### src/rtl/ps2_host_tx_pkg.sv
// ps2_host_tx_pkg
//   Shared definitions for the PS/2 host-to-device transmitter.
//   Contents: FSM state encoding, frame constants, keyboard command and
//   response codes, and the odd-parity helper.
package ps2_host_tx_pkg;

   typedef logic [7:0] ps2_byte_t;

   typedef enum logic [2:0] {
      ST_IDLE,
      ST_INHIBIT,
      ST_RTS,
      ST_DATA,
      ST_PARITY,
      ST_ACK,
      ST_LINEWAIT,
      ST_DONE
   } ps2_state_e;

   // Device falling edges: 1..8 data, 9 parity, 10 stop, 11 ACK.
   localparam int unsigned DATA_BITS   = 8;
   localparam int unsigned EDGE_PARITY = 9;
   localparam int unsigned EDGE_STOP   = 10;
   localparam int unsigned EDGE_ACK    = 11;

   // Host-to-keyboard commands.
   localparam ps2_byte_t CMD_SET_LEDS = 8'hED;
   localparam ps2_byte_t CMD_RESET    = 8'hFF;
   localparam ps2_byte_t CMD_ECHO     = 8'hEE;

   // Keyboard responses, seen by the separate receive path.
   localparam ps2_byte_t RSP_ACK      = 8'hFA;
   localparam ps2_byte_t RSP_RESEND   = 8'hFE;

   // Parity bit that makes the 9-bit data+parity field odd.
   function automatic logic odd_parity(input ps2_byte_t b);
      return ~^b;
   endfunction

endpackage

### src/rtl/ps2_host_tx_if.sv
// ps2_host_tx_if
//   Command/status handshake between a requester and ps2_host_tx.
//   tx_data/tx_valid : command byte and request (requester -> block)
//   tx_ready         : block idle, will accept tx_valid
//   busy             : transfer in progress
//   done             : one-cycle end-of-transfer pulse
//   ack_ok/err_nack/err_timeout : outcome, valid with done
//   Modports: master = requester, slave = transmitter.
interface ps2_host_tx_if;
   import ps2_host_tx_pkg::*;

   ps2_byte_t tx_data;
   logic      tx_valid;
   logic      tx_ready;
   logic      busy;
   logic      done;
   logic      ack_ok;
   logic      err_nack;
   logic      err_timeout;

   modport master (
      output tx_data, tx_valid,
      input  tx_ready, busy, done, ack_ok, err_nack, err_timeout
   );

   modport slave (
      input  tx_data, tx_valid,
      output tx_ready, busy, done, ack_ok, err_nack, err_timeout
   );

endinterface

### src/rtl/ps2_line_filter.sv
// ps2_line_filter
//   Two-flop synchronizer followed by a debounce filter for one open-drain
//   PS/2 line. The filtered output only changes after FILTER_LEN consecutive
//   synchronized samples disagree with it. Resets to 1 (released line).
//   Ports: clk, rst_n (async, active low), line_in (raw pin),
//          line_f (filtered level).
module ps2_line_filter #(
   parameter int unsigned FILTER_LEN = 20
) (
   input  logic clk,
   input  logic rst_n,
   input  logic line_in,
   output logic line_f
);

   localparam int unsigned CW = $clog2(FILTER_LEN + 1);

   logic [1:0]    sync;
   logic [CW-1:0] cnt;

   always_ff @(posedge clk or negedge rst_n) begin
      if (!rst_n) begin
         sync   <= 2'b11;
         cnt    <= '0;
         line_f <= 1'b1;
      end else begin
         sync <= {sync[0], line_in};
         if (sync[1] == line_f) begin
            cnt <= '0;
         end else if (cnt == CW'(FILTER_LEN - 1)) begin
            // FILTER_LEN-th disagreeing sample in a row: accept new level
            line_f <= sync[1];
            cnt    <= '0;
         end else begin
            cnt <= cnt + 1'b1;
         end
      end
   end

endmodule

### src/rtl/ps2_host_tx.sv
// ps2_host_tx
//   PS/2 host-to-device transmitter. Sends one command byte to the keyboard
//   over the shared open-drain PS2_CLK/PS2_DATA lines: inhibit, request to
//   send, clock out start/data/parity/stop on device falling edges, then
//   check the device ACK. Lines are only ever pulled low through *_oe.
//   Ports:
//     clk, rst_n           system clock, async active-low reset
//     tx (slave modport)   command handshake and transfer status
//     ps2_clk_in/data_in   raw pin levels
//     ps2_clk_oe/data_oe   1 = pull line low, 0 = release
//   Build option: define PS2_TX_RETRY_EN to retry a NACKed or timed-out
//   transfer up to MAX_RETRY extra times with the same byte; only the final
//   attempt reports done/err_*. Without it every failure ends the transfer.
module ps2_host_tx
   import ps2_host_tx_pkg::*;
#(
   parameter int unsigned INHIBIT_CYCLES = 12000,
   parameter int unsigned TIMEOUT_CYCLES = 1500000,
   parameter int unsigned FILTER_LEN     = 20,
   parameter int unsigned MAX_RETRY      = 2
) (
   input  logic         clk,
   input  logic         rst_n,
   ps2_host_tx_if.slave tx,
   input  logic         ps2_clk_in,
   input  logic         ps2_data_in,
   output logic         ps2_clk_oe,
   output logic         ps2_data_oe
);

`ifdef PS2_TX_RETRY_EN
   localparam bit RETRY_EN = 1'b1;
`else
   localparam bit RETRY_EN = 1'b0;
`endif

   localparam int          RETRY_LIMIT = RETRY_EN ? int'(MAX_RETRY) : 0;
   localparam int unsigned RW = $clog2(MAX_RETRY + 2);
   localparam int unsigned IW = $clog2(INHIBIT_CYCLES);
   localparam int unsigned WW = $clog2(TIMEOUT_CYCLES);

   ps2_state_e    state;
   ps2_byte_t     byte_q;
   logic          par_q;
   logic [3:0]    bit_idx;
   logic          ack_r;
   logic [IW-1:0] inh_cnt;
   logic [WW-1:0] wdog;
   logic [RW-1:0] retry_cnt;

   logic clk_f, data_f, clk_f_q;
   logic fall, line_idle;
   logic wd_armed, wd_hit, nack_end, can_retry, restart;

   ps2_line_filter #(.FILTER_LEN(FILTER_LEN)) u_clk_filt (
      .clk     (clk),
      .rst_n   (rst_n),
      .line_in (ps2_clk_in),
      .line_f  (clk_f)
   );

   ps2_line_filter #(.FILTER_LEN(FILTER_LEN)) u_data_filt (
      .clk     (clk),
      .rst_n   (rst_n),
      .line_in (ps2_data_in),
      .line_f  (data_f)
   );

   always_ff @(posedge clk or negedge rst_n) begin
      if (!rst_n) clk_f_q <= 1'b1;
      else        clk_f_q <= clk_f;
   end

   // Device falling edge, visible the cycle after the filter output drops.
   assign fall      = clk_f_q & ~clk_f;
   assign line_idle = clk_f & data_f;

   // Watchdog runs from RTS until the lines go idle after the ACK.
   assign wd_armed  = state inside {ST_RTS, ST_DATA, ST_PARITY, ST_ACK, ST_LINEWAIT};
   assign wd_hit    = wd_armed && !fall && (wdog == WW'(TIMEOUT_CYCLES - 1));
   assign nack_end  = (state == ST_LINEWAIT) && line_idle && !ack_r && !wd_hit;
   assign can_retry = int'(retry_cnt) < RETRY_LIMIT;
   assign restart   = (wd_hit | nack_end) & can_retry;

   always_ff @(posedge clk or negedge rst_n) begin
      if (!rst_n) begin
         wdog <= '0;
      end else if (!wd_armed || fall || wd_hit) begin
         wdog <= '0;
      end else begin
         wdog <= wdog + 1'b1;
      end
   end

   always_ff @(posedge clk or negedge rst_n) begin
      if (!rst_n) begin
         retry_cnt <= '0;
      end else if (state == ST_IDLE) begin
         retry_cnt <= '0;
      end else if (restart) begin
         retry_cnt <= retry_cnt + 1'b1;
      end
   end

   always_ff @(posedge clk or negedge rst_n) begin
      if (!rst_n) begin
         state          <= ST_IDLE;
         byte_q         <= '0;
         par_q          <= 1'b0;
         bit_idx        <= '0;
         ack_r          <= 1'b0;
         inh_cnt        <= '0;
         ps2_clk_oe     <= 1'b0;
         ps2_data_oe    <= 1'b0;
         tx.tx_ready    <= 1'b1;
         tx.busy        <= 1'b0;
         tx.done        <= 1'b0;
         tx.ack_ok      <= 1'b0;
         tx.err_nack    <= 1'b0;
         tx.err_timeout <= 1'b0;
      end else begin
         // Status strobes are single-cycle; only the entry into DONE sets them.
         tx.done        <= 1'b0;
         tx.ack_ok      <= 1'b0;
         tx.err_nack    <= 1'b0;
         tx.err_timeout <= 1'b0;

         if (wd_hit) begin
            // Device went quiet: let go of both lines, then retry or report.
            ps2_data_oe <= 1'b0;
            ps2_clk_oe  <= can_retry;
            inh_cnt     <= '0;
            if (can_retry) begin
               state <= ST_INHIBIT;
            end else begin
               state          <= ST_DONE;
               tx.done        <= 1'b1;
               tx.err_timeout <= 1'b1;
            end
         end else begin
            case (state)
               ST_IDLE: begin
                  if (tx.tx_valid) begin
                     byte_q      <= tx.tx_data;
                     par_q       <= odd_parity(tx.tx_data);
                     inh_cnt     <= '0;
                     ps2_clk_oe  <= 1'b1;
                     tx.tx_ready <= 1'b0;
                     tx.busy     <= 1'b1;
                     state       <= ST_INHIBIT;
                  end
               end

               ST_INHIBIT: begin
                  inh_cnt <= inh_cnt + 1'b1;
                  // Start bit goes down while clock is still held, so the
                  // device sees data low the moment clock is released.
                  if (inh_cnt == IW'(INHIBIT_CYCLES - 2)) ps2_data_oe <= 1'b1;
                  if (inh_cnt == IW'(INHIBIT_CYCLES - 1)) begin
                     ps2_clk_oe <= 1'b0;
                     state      <= ST_RTS;
                  end
               end

               ST_RTS: begin
                  if (fall) begin
                     ps2_data_oe <= ~byte_q[0];
                     bit_idx     <= 4'd1;
                     state       <= ST_DATA;
                  end
               end

               ST_DATA: begin
                  if (fall) begin
                     if (bit_idx == 4'(DATA_BITS)) begin
                        ps2_data_oe <= ~par_q;
                        state       <= ST_PARITY;
                     end else begin
                        ps2_data_oe <= ~byte_q[bit_idx[2:0]];
                        bit_idx     <= bit_idx + 1'b1;
                     end
                  end
               end

               ST_PARITY: begin
                  if (fall) begin
                     ps2_data_oe <= 1'b0;   // stop bit: released line reads 1
                     state       <= ST_ACK;
                  end
               end

               ST_ACK: begin
                  if (fall) begin
                     ack_r <= ~data_f;      // device pulls data low to ACK
                     state <= ST_LINEWAIT;
                  end
               end

               ST_LINEWAIT: begin
                  if (line_idle) begin
                     if (!ack_r && can_retry) begin
                        ps2_clk_oe <= 1'b1;
                        inh_cnt    <= '0;
                        state      <= ST_INHIBIT;
                     end else begin
                        tx.done     <= 1'b1;
                        tx.ack_ok   <= ack_r;
                        tx.err_nack <= ~ack_r;
                        state       <= ST_DONE;
                     end
                  end
               end

               ST_DONE: begin
                  tx.tx_ready <= 1'b1;
                  tx.busy     <= 1'b0;
                  state       <= ST_IDLE;
               end

               default: state <= ST_IDLE;
            endcase
         end
      end
   end

endmodule
### src/flat_wrapper.sv
// flat-port wrapper written by rule: the top's interface ports become plain ports
module ps2_host_tx_flat import ps2_host_tx_pkg::*;
#(
   parameter int unsigned INHIBIT_CYCLES = 12000,
   parameter int unsigned TIMEOUT_CYCLES = 1500000,
   parameter int unsigned FILTER_LEN     = 20,
   parameter int unsigned MAX_RETRY      = 2
)
  (clk, rst_n, ps2_clk_in, ps2_data_in, ps2_clk_oe, ps2_data_oe, tx_tx_data, tx_tx_valid, tx_tx_ready, tx_busy, tx_done, tx_ack_ok, tx_err_nack, tx_err_timeout);
  ps2_host_tx_if tx_i ();
  input  logic clk;
  input  logic rst_n;
  input  logic ps2_clk_in;
  input  logic ps2_data_in;
  output logic ps2_clk_oe;
  output logic ps2_data_oe;
  input wire logic [$bits(tx_i.tx_data)-1:0] tx_tx_data;
  input wire logic [$bits(tx_i.tx_valid)-1:0] tx_tx_valid;
  output wire logic [$bits(tx_i.tx_ready)-1:0] tx_tx_ready;
  output wire logic [$bits(tx_i.busy)-1:0] tx_busy;
  output wire logic [$bits(tx_i.done)-1:0] tx_done;
  output wire logic [$bits(tx_i.ack_ok)-1:0] tx_ack_ok;
  output wire logic [$bits(tx_i.err_nack)-1:0] tx_err_nack;
  output wire logic [$bits(tx_i.err_timeout)-1:0] tx_err_timeout;
  assign tx_i.tx_data = tx_tx_data;
  assign tx_i.tx_valid = tx_tx_valid;
  assign tx_tx_ready = tx_i.tx_ready;
  assign tx_busy = tx_i.busy;
  assign tx_done = tx_i.done;
  assign tx_ack_ok = tx_i.ack_ok;
  assign tx_err_nack = tx_i.err_nack;
  assign tx_err_timeout = tx_i.err_timeout;
  ps2_host_tx #(.INHIBIT_CYCLES(INHIBIT_CYCLES), .TIMEOUT_CYCLES(TIMEOUT_CYCLES), .FILTER_LEN(FILTER_LEN), .MAX_RETRY(MAX_RETRY)) u_core (.clk(clk), .rst_n(rst_n), .tx(tx_i), .ps2_clk_in(ps2_clk_in), .ps2_data_in(ps2_data_in), .ps2_clk_oe(ps2_clk_oe), .ps2_data_oe(ps2_data_oe));
endmodule
### config.mk
export PLATFORM = sky130hd
export DESIGN_NAME = ps2_host_tx_flat
export DESIGN_NICKNAME = d
export VERILOG_FILES = /design/src/rtl/ps2_host_tx_pkg.sv /design/src/rtl/ps2_host_tx_if.sv /design/src/rtl/ps2_line_filter.sv /design/src/rtl/ps2_host_tx.sv /design/src/flat_wrapper.sv
export SDC_FILE = /design/constraint.sdc
export NUM_CORES = 1
export LEC_CHECK = 0
export ABC_CLOCK_PERIOD_IN_PS = 3800
export CORE_ASPECT_RATIO = 1.1
export CORE_MARGIN = 2
export CORE_UTILIZATION = 57
export DETAILED_ROUTE_END_ITERATION = 16
export GPL_TIMING_DRIVEN = 0
export PLACE_DENSITY = 0.83
export SLEW_MARGIN = 10
export SYNTH_ARGS = -nofsm -noshare
export SYNTH_HDL_FRONTEND = slang
export SYNTH_SLANG_ARGS = --single-unit
### constraint.sdc
create_clock -name clk -period 3.8 [get_ports clk]
set_input_delay 0.76 -clock clk [delete_from_list [all_inputs] [get_ports clk]]
set_output_delay 0.76 -clock clk [all_outputs]
set_load 0.05 [all_outputs]
After elaboration in Yosys (flattened, before gate mapping). Cells that the tools add are included.

Logic and storage cells: 138. Bits in registers: 77. Bits of input ports: 13. Output and inout port bits: 8.

Equality and inequality tests: 28. Reductions and logical operators: 23. Bitwise operators: 11. Magnitude comparators: 1. $add $sub $neg: 5. Mux-type cells: 48.

Operators by type and width (count): $eq A14 B14 Y1 const B (2); $mux W14 (2); $pmux W14 S2 (1); $mux W3 (9); $pmux W3 S8 (1); $add A21 B1 Y21 const B (1); $eq A21 B21 Y1 const B (1); $mux W1 (21); $mux W21 (1); $ne A3 B1 Y1 const B (7); $mux W5 (4); $add A14 B1 Y14 const B (1); $eq A3 B3 Y1 const B (4); $mux W4 (3); $reduce_and A3 Y1 (4); $add A5 B1 Y5 const B (2); $eq A5 B5 Y1 const B (2); $reduce_and A5 Y1 (2); $reduce_bool A5 Y1 (2); $not A1 Y1 (9); $pmux W4 S2 (1); $reduce_and A8 Y1 (1); $reduce_xnor A8 Y1 (1); $eq A3 B2 Y1 const B (2); 19 further kinds (32).

Depth between registers and ports, before layout. Gate-level depths: netlist (run 1).

Depth after elaboration: 7. Depth in mapped cells: 8. Mapped depth without buffers: 7.

Hierarchy. From an unflattened synthesis (run 1), not the netlist that was laid out.

Cell total of the unflattened synthesis: 393. Area, all modules: 3998.8 µm².

Modules (own cells, without submodules): ps2_host_tx (area each 3345.7 µm², seq. area each 1529.0 µm², instances 1, cells each 345); ps2_line_filter (area each 326.6 µm², seq. area each 203.9 µm², instances 2, cells each 24).

Worst setup path before layout (run 1). OpenSTA, ideal clock, no wires.

Path kind: register -> register. From: reg u_core.u_clk_filt.line_f. To: reg u_core.ps2_data_oe. Buffers on the path: 1. Library setup time: 121 ps. Slack: 1933 ps. Stages on the path, launching flop included: 7. Data arrival time: 1746 ps. Required time: 3679 ps. Clock period less this slack: 1867 ps. Cells stage by stage: dfstp_2 nor2b_1 a211o_1 or3_1 buf_4 and3_1 a22o_1.

Cells in the longest elaborated chain, start to end: 7. Elaborated cells between the ends (all ways): 12. Those cells by class: eq/ne: 4; mux: 1; bitwise: 2; reduce/logical: 5.

Ends and longest elaborated chain: start, declared (RTL line ps2_line_filter.sv:13) `output logic line_f`; start signal, assigned (RTL line ps2_line_filter.sv:32) `line_f <= sync[1];`; $not A1 Y1 * (RTL line ps2_host_tx.sv:75) `assign fall = clk_f_q & ~clk_f;`; $and A1 B1 Y1 * (RTL line ps2_host_tx.sv:75); $logic_not A1 Y1 (RTL line ps2_host_tx.sv:80) `assign wd_hit = wd_armed && !fall && (wdog == WW'(TIMEOUT_CYCLES - 1));`; $logic_and A1 B1 Y1 (2 in series) (RTL line ps2_host_tx.sv:80); $ne A3 B1 Y1 (no source line) / $reduce_bool A5 Y1 (equally long branches); $reduce_and A5 Y1 (no source line); end signal, assigned (RTL line ps2_host_tx.sv:167) `ps2_data_oe <= ~byte_q[0];`; end signal, assigned (RTL line ps2_host_tx.sv:176) `ps2_data_oe <= ~par_q;`; end signal, assigned (RTL line ps2_host_tx.sv:179) `ps2_data_oe <= ~byte_q[bit_idx[2:0]];`; end, declared (RTL line ps2_host_tx.sv:28) `output logic ps2_data_oe`.

Mark *: on every way between the ends. The rest lies on a longest branch, timed or not. A chain may end at the register's enable or synchronous reset.

Worst setup path after layout (run 1).
From: reg u_core.tx.tx_ready. To: out tx_tx_ready.

RTL lines: start, declared (RTL line ps2_host_tx_if.sv:28) `output tx_ready, busy, done, ack_ok, err_nack, err_timeout`; start signal, assigned (RTL line ps2_host_tx.sv:115) `tx.tx_ready <= 1'b1;`; start signal, assigned (RTL line ps2_host_tx.sv:148) `tx.tx_ready <= 1'b0;`; start signal, assigned (RTL line ps2_host_tx.sv:215) `tx.tx_ready <= 1'b1;`; end, declared (RTL line flat_wrapper.sv:19) `output wire logic [$bits(tx_i.tx_ready)-1:0] tx_tx_ready;`.

No word-level cell between the ends.

==> impl_results.md, run 1 <==
- Io pins: 21
- # Max-Cap Violations: 0
- Setup slack after layout: 1.351 ns
- CP max stage delay: 0.80 ns
- Clk sink count: 77
- Endpoints failing setup: 0
- Post-synth net total: 406
- Post-synth top area cell: dfrtp_1
- Layout cells sized above 1: 0.1229
- Lkg Pwr: 1.879 nW
- Slew HR: 0.5883
- Post-CTS setup buffers: 0
- DRC Markers: 0
- Result of the run: finished, final reports clean
- Fin util: 0.6736
- #FFs+latches synth: 77
- Post-Place Worst Slack: 1.332 ns
- Worst skew pair latency: 0.35 ns
- Setup Skew: 0.009893 ns
- Post-cts sizing count: 0
- Full die area: 0.007500 mm^2
- Final Net Count: 438
- Worst Path Max Fanout: 3
- Port bufs: 20
- CP Capture Type: primary output
- CP bufs+invs: 1
- Max Fclk: 0.4083 GHz
- Maximum vdd ir drop: 0.5579 mV
- Core Box Area: 0.006594 mm^2
- CTS Buffer Depth: 2
- Critical Path RT: 3.04 ns
- Die X-Extent: 82.76 um
- Synth cell count leaders: 69 x dfrtp_1, 47 x nor2_1, 26 x nand2_1
- DRT Wirelength: 8005 um
- Asr flop ratio synth: 1.000
- ANT nets after route: 0
- DR pass1 iterations: 4
- # diodes: 0
- Synth warn: 0
- CTS buffer count: 9
- Via density: 5.992
- Post-Place Cell Area: 0.004209 mm^2
- Rows: 31
- Starting Density: 0.5898
- Worst-Margin Slew: 0.6143 ns
- Kind of critical path: reg2out
- CTS Root Cell: clkbuf_8
- Clk slew on worst S/H paths: 0.08 ns
- Synth-to-Final Area Change: 14.22%
- Vias in the first global route: 3029
- Syn_area_per_cell: 10.07 um^2
- Post-DP HPWL: 5521 um
- Crit path cell chain: clkdlybuf4s50_1
- Final hold vios: 0
- Fin crit period: 2.449 ns
- CP max stage cell: clkdlybuf4s50_1
- Pwr/cell area: 604.5 mW/mm^2
- Sum of negative setup slack: 0 ns
- Wirelength per Cell: 15.85 um
- Main synth FF type: dfrtp_1
- RSZ-0062 raised after global routing: false
- Slew Viols, Final: 0
- Number of synthesized flops with an enable pin: 0
- Post-synthesis cell area: 0.003889 mm^2
- Ranking of synthesized cells by area: dfrtp_1 44%, dfstp_2 5.4%, xnor2_1 5.2%
- Via count: 3026
- TritonCTS clock tree: yes
- First-pass GRT wire length: 13990 um
- Final Cycle Share: 0.6445
- Antenna violations before repair: 0
- Total grt overflow: 0
- Worst min path class: in2async
- Count leader, synth: dfrtp_1
- Tot GR Track Use: 0.2431
- Die height: 90.63 um
- Register area share after synthesis: 0.4981
- Worst Path Arrival: 1.69 ns
- Htree depth: 3
- Post-synthesis cell type count: 56
- Initial DRC Count: 216
- Fin area: 0.004442 mm^2
- Largest net degree at the start of global routing: 43
- Total power draw: 2.685 mW
- Post-cts hold buffer count: 0
- Top delay family on crit path: buffers and inverters
- Share of the synthesized area in the top cell type: 0.4440
- Placer congestion estimate: 0.8956
- CP startpoint kind: register
- Cell count after synthesis: 386
[kinds of logic after synthesis]
family                   count (synthesis)  share of synthesized area
AND/OR/NAND/NOR                        152                     0.1966
multiplexers                            21                    0.06435
buffers and inverters                   27                    0.03153
AO/OA/AOI/OAI                           72                     0.1194
adder cells (fa/ha/maj)                  7                    0.02252
XOR/XNOR                                30                    0.06757
flip-flops                              77                     0.4981
[power by group]
group          switching, mW  total, mW  internal [mW]
sequential             0.135       1.11          0.971
combinational          0.508      0.866          0.358
clock                  0.306      0.713          0.407
[layer usage]
| layer | up-vias | track usage | wire length (um) |
|---|---|---|---|
| met5 | - | 0 | 0 |
| met4 | 0 | 0.1257 | 257 |
| met3 | 17 | 0.03800 | 317 |
| met2 | 84 | 0.3743 | 3858 |
| met1 | 1484 | 0.3282 | 3571 |
| li1 | 1441 | - | - |
[layout make-up]
class                           instances  area, um^2
Tap cell                               82       102.6
Fill cell                             513        2152
Buffer                                 12       65.06
Multi-Input combinational cell        282        1829
Clock buffer                           11       151.4
Clock inverter                          5       81.33
Inverter                               15       57.56
Sequential cell                        77        1937
Timing Repair Buffer                   21       217.7
[worst paths after layout]
check / start / to / slack, ns / cells past startpoint
max: u_core.tx.tx_ready / tx_tx_ready / 1.35 / 1
min: rst_n / u_core.wdog[12] / 0.35 / 1
max reg2reg: u_core.wdog[0] / u_core.wdog[17] / 1.69 / 8
min reg2reg: u_core.u_data_filt.sync[0] / u_core.u_data_filt.sync[1] / 0.36 / 0
max in group asynchronous: rst_n / u_core.u_data_filt.sync[0] / 2.81 / 2
min in group clk: u_core.u_data_filt.sync[0] / u_core.u_data_filt.sync[1] / 0.36 / 0
[sequential cells by signal, indices dropped and copies added, names as in the netlist, 2 cells and up]
name	flops
u_core.wdog	21
u_core.u_clk_filt.cnt	5
u_core.u_data_filt.sync	2
u_core.inh_cnt	14
u_core.state	3
u_core.byte_q	8
u_core.u_clk_filt.sync	2
u_core.u_data_filt.cnt	5
u_core.bit_idx	4
[stage by stage]
stage | cells | hold slack [ns]
6_report | 505 | 0.3469
3_3_place_gp | 488 | 0.3492
2_1_floorplan | 386 | 0.3452
4_1_cts | 505 | 0.3552
3_5_place_dp | 489 | 0.3488
5_1_grt | 505 | 0.3574
[worst reg2reg max path, cell delays in order, from the launching register on]
cell	delay (ns)
dfrtp_1	0.39
ha_1	0.24
and4_1	0.31
nand2_1	0.13
nor2_1	0.09
or2_1	0.09
buf_2	0.21
buf_1	0.40
nor2_1	0.11
[placed cells by master (no fill, tap or decap), drive strengths merged, types with 4 or more instances in the layout]
cell and count:
a21oi 21, a22o 5, a31oi 6, and3 4, buf 8, clkbuf 17, clkdlybuf4s50 19, dfrtp 69
dfstp 8, ha 7, inv 14, mux2 12, mux2i 7, nand2 26, nand2b 5, nand3 21
nand4 11, nor2 48, nor2b 4, nor3 17, o21ai 15, o31ai 4, xnor2 23, xor2 7
(Power assumes the default switching activity.)
==> run 2: changes to the inputs <==
--- a/config.mk
+++ b/config.mk
@@ -5,7 +5,7 @@
 export SDC_FILE = /design/constraint.sdc
 export NUM_CORES = 1
 export LEC_CHECK = 0
-export ABC_CLOCK_PERIOD_IN_PS = 3800
+export ABC_CLOCK_PERIOD_IN_PS = 2600
 export CORE_ASPECT_RATIO = 1.1
 export CORE_MARGIN = 2
 export CORE_UTILIZATION = 57
==> constraint.sdc (replaced) <==
create_clock -name clk -period 2.6 [get_ports clk]
set_input_delay 0.52 -clock clk [delete_from_list [all_inputs] [get_ports clk]]
set_output_delay 0.52 -clock clk [all_outputs]
set_load 0.05 [all_outputs]
==> results of run 2 <==
The final DEF is identical to that of run 1. Status: finished, final reports clean.
Main changes from that run: setup slack after placement 1.332 ns -> 0.3716 ns; setup slack after layout 1.351 ns -> 0.3910 ns; hold slack 0.3469 ns -> 0.1069 ns; register-to-register setup slack 1.69 ns -> 0.49 ns; total power 2.685 mW -> 3.924 mW; worst IR drop on VDD 0.5579 mV -> 0.8154 mV
==> run 3: changes to the inputs <==
--- a/config.mk
+++ b/config.mk
@@ -5,10 +5,10 @@
 export SDC_FILE = /design/constraint.sdc
 export NUM_CORES = 1
 export LEC_CHECK = 0
-export ABC_CLOCK_PERIOD_IN_PS = 2600
+export ABC_CLOCK_PERIOD_IN_PS = 1900
 export CORE_ASPECT_RATIO = 1.1
 export CORE_MARGIN = 2
-export CORE_UTILIZATION = 57
+export CORE_UTILIZATION = 54
 export DETAILED_ROUTE_END_ITERATION = 16
 export GPL_TIMING_DRIVEN = 0
 export PLACE_DENSITY = 0.83
==> constraint.sdc (replaced) <==
create_clock -name clk -period 1.9 [get_ports clk]
set_input_delay 0.38 -clock clk [delete_from_list [all_inputs] [get_ports clk]]
set_output_delay 0.38 -clock clk [all_outputs]
set_load 0.05 [all_outputs]
==> run 3 against run 2 <==
  * The run now ends with negative setup slack left
  * Worst setup slack got worse by 0.41 ns
  * Clock skew is 0.0032 ns higher
  * Die area increased by 5.3%
  * Clock power rose by 5%
  * Global-route usage is 2.3 points lower
  * Critical endpoint is now u_core.inh_cnt[9]
  * Largest power group unchanged
  * Highest routed layer unchanged
==> impl_results.md, run 3 (synthesis gave the netlist of run 1 again) <==
- Result of the run: finished with violations (was finished, final reports clean)
- Failing checks: negative setup slack
- Largest regs: u_core.wdog x21, u_core.inh_cnt x14, u_core.byte_q x8 (unchanged)
- Fin Hold WS: 0.3710 ns (was 0.1069 ns)
- Critical Path RT: 2.13 ns (was 2.08 ns)
- CP Capture Type: register (was primary output)
- Worst Path Arrival: 2.16 ns (was 1.69 ns)
- Synth-to-Final Area Change: 19.24% (was 14.22%)
- Setup slack after layout: -0.02236 ns (was 0.3910 ns)
- Via count: 3091 (was 3026)
- Io pins: 21 (unchanged)
- Post-DP HPWL: 5446 um (was 5521 um)
- Wirelength per Cell: 15.94 um (was 15.85 um)
- TritonCTS clock tree: yes (unchanged)
- Layout cells sized above 1: 0.2050 (was 0.1229)
- Die height: 93 um (was 90.63 um)
- Via density: 5.899 (was 5.992)
- Placer congestion estimate: 0.9161 (was 0.8956)
- Starting Density: 0.5550 (was 0.5898)
- Port bufs: 20 (unchanged)
- Kind of critical path: reg2reg (was reg2out)
- # fillers: 512 (was 513)
- Worst min path class: reg2reg (was in2async)
- CTS Buffer Depth: 2 (unchanged)
- Full die area: 0.007897 mm^2 (was 0.007500 mm^2)
- Start point of the critical path: u_core.state[0] (was u_core.tx.tx_ready)
- Worst skew pair latency: 0.36 ns (was 0.35 ns)
- Clk sink count: 77 (unchanged)
- CP startpoint kind: register (unchanged)
- Total grt overflow: 0 (unchanged)
- Setup Skew: 0.01312 ns (was 0.009893 ns)
- DR pass1 iterations: 4 (unchanged)
- Fin crit period: 1.922 ns
- Register-to-register setup slack: -0.02 ns (was 0.49 ns)
- Largest net degree at the start of global routing: 41 (was 43)
- Clk slew on worst S/H paths: 0.08 ns (about the same)
- Maximum vdd ir drop: 1.047 mV (was 0.8154 mV)
- Slew HR: 0.5676 (was 0.5883)
- DRT Wirelength: 8355 um (was 8005 um)
- Rows: 32 (was 31)
- Initial DRC Count: 174 (was 216)
- Lkg Pwr: 1.979 nW (was 1.879 nW)
- # Max-Cap Violations: 0 (unchanged)
- Commonest non-fill, non-tap cell in the layout: dfrtp_1 (unchanged)
- Most frequent cells in the layout: 67 x dfrtp_1, 46 x nor2_1, 25 x nand2_1 (was 69 x dfrtp_1, 47 x nor2_1, 26 x nand2_1)
- DRC Markers: 0 (unchanged)
- RSZ-0062 raised after global routing: true (was false)
- Non-filler instance count after layout: 524 (was 505)
- Max reg flops: 21 (unchanged)
- Antenna violations before repair: 0 (unchanged)
- Endpoints failing setup: 1 (was 0)
- Reg2reg end: u_core.inh_cnt[9] (was u_core.wdog[17])
- ANT nets after route: 0 (unchanged)
- Placed Cells: 492 (was 489)
- Final Cycle Share: 1.012
- Worst-Margin Slew: 0.6433 ns (was 0.6143 ns)
- CTS Root Cell: clkbuf_8 (unchanged)
- Setup crit end: u_core.inh_cnt[9] (was tx_tx_ready)
- Htree depth: 3 (unchanged)
- R2R depth: 6 (was 8)
- First-pass GRT wire length: 13720 um (was 13990 um)
- Core Box Area: 0.007007 mm^2 (was 0.006594 mm^2)
- Pwr/cell area: 1144 mW/mm^2 (was 883.5 mW/mm^2)
- CTS buffer count: 9 (unchanged)
- WHS Path Cells: 0
- Max Fclk: 0.5202 GHz
- Die X-Extent: 84.91 um (was 82.76 um)
- RR Startpoint: u_core.state[0] (was u_core.wdog[0])
- Slew Viols, Final: 0 (unchanged)
- Final Net Count: 454 (was 438)
- # diodes: 0 (unchanged)
- Final hold vios: 0 (unchanged)
- Tot GR Track Use: 0.2200 (was 0.2431)
- Worst Path Max Fanout: 5 (was 3)
- Biggest register: u_core.wdog (unchanged)
- Vias in the first global route: 2931 (was 3029)
-- run 3: cell count changes in the layout (fill, tap and decap cells not counted), moves of 2 or more --
cell             before  now
a21oi_2               0    7
buf_4                 4   17
buf_6                 1    4
a21oi_1              21   14
dlygate4sd2_1         0    4
dfrtp_1              69   67
clkbuf_2              0    3
dfrtp_2               0    2
bufinv_16             2    0
clkdlybuf4s50_1      19   14
-- run 3: repair_timing --
item                       CTS  global route
setup endpoints to repair   42            51
gates resized for setup     19            25
hold endpoints to repair    26             0
pin swaps                    7            13
setup buffers               10             5
hold buffers                 1             0
gates cloned                 1             0
-- run 3: metal layers --
metal	global-route usage	vias up	wire length [um]
met5	0	-	0
met4	0.1005	0	218
met3	0.05825	21	414
met2	0.3615	85	4126
met1	0.2727	1519	3596
li1	-	1466	-
-- run 3: stage by stage --
stage | cell area, um^2 | TNS, ns | worst slack, ns | total power, mW | utilization
finish | 4637 | -0.02236 | -0.02236 | 5.306 | 0.6618
global route | 4637 | -0.8246 | -0.08965 | 5.603 | 0.6618
CTS | 4519 | -0.00001621 | -0.00001621 | 5.139 | 0.6450
detailed placement | 4213 | -4.644 | -0.2350 | 3.924 | 0.6013
global placement | 4195 | -160.92 | -2.148 | 3.845 | 0.5988
floorplan | 3889 | 0 | 0.03301 | 3.460 | -
-- run 3: where the power goes --
group	internal, mW	switching (mW)	leakage (nW)
Clock	0.507	0.586	0.0901
Combinational	0.886	1.12	0.889
Sequential	1.94	0.263	1.00
Total	3.33	1.97	1.98
-- run 3: final cells by class --
class	count	area (um^2)	area share
Multi-Input combinational cell	282	1934	0.4172
Clock inverter	4	23.77	0.005127
Inverter	15	63.81	0.01376
Clock buffer	12	145.1	0.03130
Sequential cell	77	1939	0.4182
Timing Repair Buffer	38	349.1	0.07528
Buffer	11	75.07	0.01619
Tap cell	85	106.4	0.02294
-- run 3: worst max-delay path, stage by stage, from the launching register on --
cell	delay, ns
dfrtp_1	0.41
and2_4	0.17
a211o_1	0.27
or3_4	0.41
buf_6	0.15
o2bb2ai_2	0.11
a22o_1	0.26
-- run 3: how the worst min path moves through the flow --
stage | start | to | slack, ns
5_1_grt | u_core.u_clk_filt.sync[0] | u_core.u_clk_filt.sync[1] | 0.37
2_1_floorplan | rst_n | u_core.ack_r | 0.08
3_3_place_gp | u_core.u_clk_filt.sync[0] | u_core.u_clk_filt.sync[1] | 0.37
3_5_place_dp | rst_n | u_core.wdog[16] | 0.37
6_report | u_core.u_data_filt.sync[0] | u_core.u_data_filt.sync[1] | 0.37
4_1_cts | u_core.u_data_filt.sync[0] | u_core.u_data_filt.sync[1] | 0.37
